<file path="config.mk">
export PLATFORM = sky130hd
export DESIGN_NAME = pipeline_control
export DESIGN_NICKNAME = d
export VERILOG_FILES = /design/src/rtl/pipeline_control.sv
export SDC_FILE = /design/constraint.sdc
export NUM_CORES = 1
export LEC_CHECK = 0
export ABC_AREA = 0
export CORE_MARGIN = 10
export CORE_UTILIZATION = 42
export DETAILED_ROUTE_END_ITERATION = 7
export GPL_TIMING_DRIVEN = 0
export HOLD_SLACK_MARGIN = 0.02
export PLACE_DENSITY = 0.74
export SETUP_SLACK_MARGIN = 0.15
export SLEW_MARGIN = 25
export SYNTH_ARGS = -nofsm -noshare
export SYNTH_HDL_FRONTEND = slang
export SYNTH_SLANG_ARGS = --single-unit
</file>
<file path="constraint.sdc">
create_clock -name clk -period 5.7 [get_ports clk]
set_input_delay 1.71 -clock clk [delete_from_list [all_inputs] [get_ports clk]]
set_output_delay 1.71 -clock clk [all_outputs]
set_load 0.02 [all_outputs]
</file>
<file path="src/rtl/pipeline_control.sv">
// Pipeline hazard/stall controller: load-use stalls, branch flushes and
// multi-cycle EX occupancy, with registered active-low stage clears.
module pipeline_control #(
  parameter int MC_CYCLES  = 4,
  parameter int REG_ADDR_W = 4
) (
  input  logic                  clk,
  input  logic                  reset,
  input  logic [REG_ADDR_W-1:0] id_rs1,
  input  logic [REG_ADDR_W-1:0] id_rs2,
  input  logic                  id_use_rs1,
  input  logic                  id_use_rs2,
  input  logic                  ex_mem_read,
  input  logic [REG_ADDR_W-1:0] ex_rd,
  input  logic                  ex_branch_taken,
  input  logic                  ex_mc_start,
  output logic                  pc_we,
  output logic                  ifid_we,
  output logic                  idex_we,
  output logic                  exmem_we,
  output logic                  memwb_we,
  output logic                  ifid_flush_n,
  output logic                  idex_flush_n,
  output logic                  exmem_flush_n,
  output logic                  busy,
  output logic [1:0]            state_dbg
);

  typedef enum logic [1:0] {
    RUN        = 2'd0,
    LOAD_STALL = 2'd1,
    FLUSH      = 2'd2,
    MC_BUSY    = 2'd3
  } state_t;

  state_t     state, nxt;
  logic [3:0] mc_cnt, cnt_nxt;
  logic       mc_done, done_nxt;
  logic       hz1, hz2, load_use, mc_go;
  logic [4:0] en;

  assign hz1      = id_use_rs1 && (ex_rd == id_rs1);
  assign hz2      = id_use_rs2 && (ex_rd == id_rs2);
  assign load_use = ex_mem_read && (ex_rd != '0) && (hz1 || hz2);
  assign mc_go    = ex_mc_start && !mc_done;

  // en = {pc, ifid, idex, exmem, memwb}
  always_comb begin
    nxt      = state;
    cnt_nxt  = mc_cnt;
    done_nxt = 1'b0;
    en       = 5'b11111;
    unique case (state)
      RUN: begin
        if (ex_branch_taken) begin
          nxt = FLUSH;
        end else if (mc_go) begin
          en      = 5'b00011;
          cnt_nxt = 4'(MC_CYCLES - 2);
          nxt     = MC_BUSY;
        end else if (load_use) begin
          en  = 5'b00111;
          nxt = LOAD_STALL;
        end
      end
      LOAD_STALL: begin
        en  = 5'b00111;
        nxt = RUN;
      end
      FLUSH: begin
        en  = 5'b01111;
        nxt = RUN;
      end
      MC_BUSY: begin
        en = 5'b00011;
        if (mc_cnt == 4'd0) begin
          nxt      = RUN;
          done_nxt = 1'b1;
        end else begin
          cnt_nxt = mc_cnt - 4'd1;
        end
      end
      default: nxt = RUN;
    endcase
  end

  assign {pc_we, ifid_we, idex_we, exmem_we, memwb_we} = reset ? en : 5'b0;
  assign busy      = reset && (state != RUN);
  assign state_dbg = state;

  // Clears come straight from flops so downstream stages see glitch-free lows
  always_ff @(posedge clk) begin
    if (!reset) begin
      state         <= RUN;
      mc_cnt        <= 4'd0;
      mc_done       <= 1'b0;
      ifid_flush_n  <= 1'b0;
      idex_flush_n  <= 1'b0;
      exmem_flush_n <= 1'b0;
    end else begin
      state         <= nxt;
      mc_cnt        <= cnt_nxt;
      mc_done       <= done_nxt;
      ifid_flush_n  <= (nxt != FLUSH);
      idex_flush_n  <= !((nxt == FLUSH) || (nxt == LOAD_STALL));
      exmem_flush_n <= (nxt != MC_BUSY);
    end
  end

endmodule

</file>
==> results.md <==
- post-DR vias/cell: 5.242
- # Max-Cap Violations: 0
- unrepaired setup endpoints after global routing: false
- post-route insts no fill: 153
- commonest non-fill, non-tap cells in the layout: sky130_fd_sc_hd__clkdlybuf4s50_1 (26), sky130_fd_sc_hd__nand2_1 (11), sky130_fd_sc_hd__dfxtp_1 (10)
- Worst VDD drop: 0.1358 mV
- Layout Nets: 154
- area share of the leading cell type in the synthesized netlist: 26.45%
- power per cell area: 202.8 nW/um^2
- leakage power of the design: 0.4689 nW
- Worst Path Class, Setup: input pin to primary output
- number of filler instances in the final layout: 162
- Setup crit start kind: input pin
- number of CTS-inserted buffers: 3
- actual slew at the worst max-slew pin: 0.6646 ns
- number of enable-type register cells in the synthesized netlist: 0
- routed vias: 802
- H-Tree Level Count: 1
- Worst Setup End Kind: primary output
- Worst path slowest cell: sky130_fd_sc_hd__clkdlybuf4s50_1
- number of port buffers: 29
- TritonCTS clock tree: done
- worst slack after detailed placement: -0.2383 ns
- synthesized flop and latch total: 10
- final hold violations: 0
- synthesized net count: 119
- count of cell types in the netlist: 33
- GR Overflow Total: 0
- critical path peak fanout: 4
- Final Power: 0.0002297 W
- fraction of final layout cells sized beyond drive strength 1: 10.94%
- Placer Congestion: 0.8528
- horizontal die dimension: 62.46 um
- vias in the first global route: 836
- cell types with the largest area share after synthesis: sky130_fd_sc_hd__dfxtp_1 (26%), sky130_fd_sc_hd__ha_1 (9.9%), sky130_fd_sc_hd__xor2_1 (6.9%)
- Yosys top cell by area: sky130_fd_sc_hd__dfxtp_1
- final setup fails: 0
- synthesized instance count: 94
- number of nets still failing antenna checks after routing: 0
- length of the first detailed-routing pass in iterations: 4
- First DRT Iteration DRCs: 14
- Hold Crit Class: register to register
- initial antenna violation count: 0
- final critical-path share of the clock period: 95.22%
- maximum cell stage delay along the critical path: 0.50 ns
- total half-perimeter wirelength after legalization and detailed placement: 1709 um
- cell count after placement: 148
- largest net degree at the start of global routing: 11
- Mapped Avg Cell Area: 8.053 sq um
- global-route wire length before repair: 3387 um
- count of synthesis-stage warnings from yosys: 0
- CTS sink cnt: 10
- crit path cell chain: clkdlybuf4s50_1 > o41ai_4 > nor4_1 > and3_4 > or3_1 > a21oi_1 > clkdlybuf4s15_2
- site row count: 15
- Worst-path clk slew: 0.06 ns
- antenna diode count: 0
- Worst Path Required: 3.99 ns
- initial core utilization: 43.84%
- area added between synthesis and finish: 49.59%
- predominant post-synthesis flop cell: sky130_fd_sc_hd__dfxtp_1
- Max Clock Freq: 0.1842 GHz
- outcome: finished, final reports clean
- number of I/O pins: 30
- final hold slack: 0.5361 ns
- share of flip-flops with an asynchronous set or reset after synthesis: 0%
- post-route clock skew: 0.007332 ns
- post-layout min period: 5.428 ns
- maximum count of clock buffers along a single path: 2
- routed wire length per instance: 13.35 um
- floorplan die height: 62.46 um
- sequential area share after synthesis: 26.45%
- overall track demand over capacity in global routing: 10.14%
- Final Routed Wirelength: 2042 um
- insertion delay to the later sink of the worst-skew pair: 0.27 ns
- most frequent standard cell in the layout excluding fill and tap cells: sky130_fd_sc_hd__clkdlybuf4s50_1
- Root Buffer Master: sky130_fd_sc_hd__clkbuf_4
- post-route worst setup slack: 0.2723 ns
- DR DRC count: 0
- data arrival time of the critical path: 3.72 ns
- cell area after synthesis: 757.0 sq um
- Die Area: 3901 sq um
- max-slew violations: 0
- hold buffer count at cts: 0
- relative slew slack: 55.60%
- Core Area: 1727 sq um
-- per-layer routing --
metal / routed length, um / part of all wire (%) / global-route usage [%] / vias up
li1: - / - / - / 405
met1: 821 / 40 / 9.451 / 361
met2: 989 / 48 / 17.56 / 36
met3: 232 / 11 / 6.631 / 0
met4: 0 / 0 / 3.352 / 0
met5: 0 / 0 / 0 / -
-- worst max-delay path, delay by kind of cell --
family | cells | cell delay [ns]
AO/OA/AOI/OAI | 2 | 0.54
AND/OR/NAND/NOR | 3 | 0.69
buffers and inverters | 2 | 0.78
-- cell usage after synthesis (2+ instances only) --
| cell type | number |
|---|---|
| sky130_fd_sc_hd__nand2_1 | 11 |
| sky130_fd_sc_hd__buf_4 | 2 |
| sky130_fd_sc_hd__xnor2_1 | 2 |
| sky130_fd_sc_hd__o32ai_1 | 2 |
| sky130_fd_sc_hd__a221oi_1 | 2 |
| sky130_fd_sc_hd__nor3_1 | 2 |
| sky130_fd_sc_hd__a21oi_1 | 4 |
| sky130_fd_sc_hd__inv_1 | 9 |
| sky130_fd_sc_hd__ha_1 | 6 |
| sky130_fd_sc_hd__a31oi_1 | 4 |
| sky130_fd_sc_hd__o21ai_0 | 6 |
| sky130_fd_sc_hd__nor2_1 | 7 |
| sky130_fd_sc_hd__xor2_1 | 6 |
| sky130_fd_sc_hd__dfxtp_1 | 10 |
| sky130_fd_sc_hd__nor2b_1 | 3 |
-- per-stage QoR --
step | utilization [%] | cell area [sq um] | TNS, ns
floorplan | - | 757.0 | 0
detailed placement | 62.46 | 1079 | -0.4392
CTS | 65.36 | 1129 | 0
global route | 65.58 | 1132 | 0
global placement | 62.46 | 1079 | -0.3288
finish | 65.58 | 1132 | 0
-- flip-flops by register name (all words and copies together), names as in the netlist --
register / count
mc_cnt: 4
ifid_flush_n: 1
idex_flush_n: 1
exmem_flush_n: 1
mc_done: 1
state_dbg: 2
-- report_power, final --
group          leakage [nW]  internal, W  switching (W)
clock                0.0210    0.0000388      0.0000256
sequential           0.0824    0.0000755     0.00000570
combinational         0.366    0.0000414      0.0000427
total                 0.469     0.000156      0.0000740
-- path summary, 6_finish.rpt --
kind	from	end	slack, ns	cells past startpoint
max	ex_rd[0]	pc_we	0.27	7
min	mc_cnt[3]	mc_cnt[3]	0.54	2
max reg2reg	state_dbg[0]	mc_cnt[0]	3.55	8
min reg2reg	mc_cnt[3]	mc_cnt[3]	0.54	2
-- layout make-up --
| type | count | area, sq um | share of cell area [%] |
|---|---|---|---|
| Inverter | 9 | 33.78 | 2.983 |
| Timing Repair Buffer | 30 | 296.5 | 26.19 |
| Buffer | 3 | 18.77 | 1.657 |
| Sequential cell | 10 | 200.2 | 17.68 |
| Tap cell | 25 | 31.28 | 2.762 |
| Clock buffer | 4 | 36.28 | 3.204 |
| Multi-Input combinational cell | 72 | 515.5 | 45.52 |
-- timing repair --
action / 4_1_cts / 5_1_grt
gates resized for setup: 8 / 2
pin swaps: 0 / 1
buffers inserted: 0 / 1
setup endpoints to repair: 2 / 2
-- logic make-up (layout without fill, tap and decap cells) --
group,count (synthesis),count (layout),synth area share (%)
buffers and inverters,12,46,6.941
DFF,10,10,26.45
and+or+nand+nor,32,32,22.81
xor gates and xnor gates,8,8,9.257
muxes,1,1,1.487
adders and majority gates,6,6,9.917
AOI/OAI and AO/OA,25,25,23.14
No activity file was read; power rests on OpenSTA's default activity.
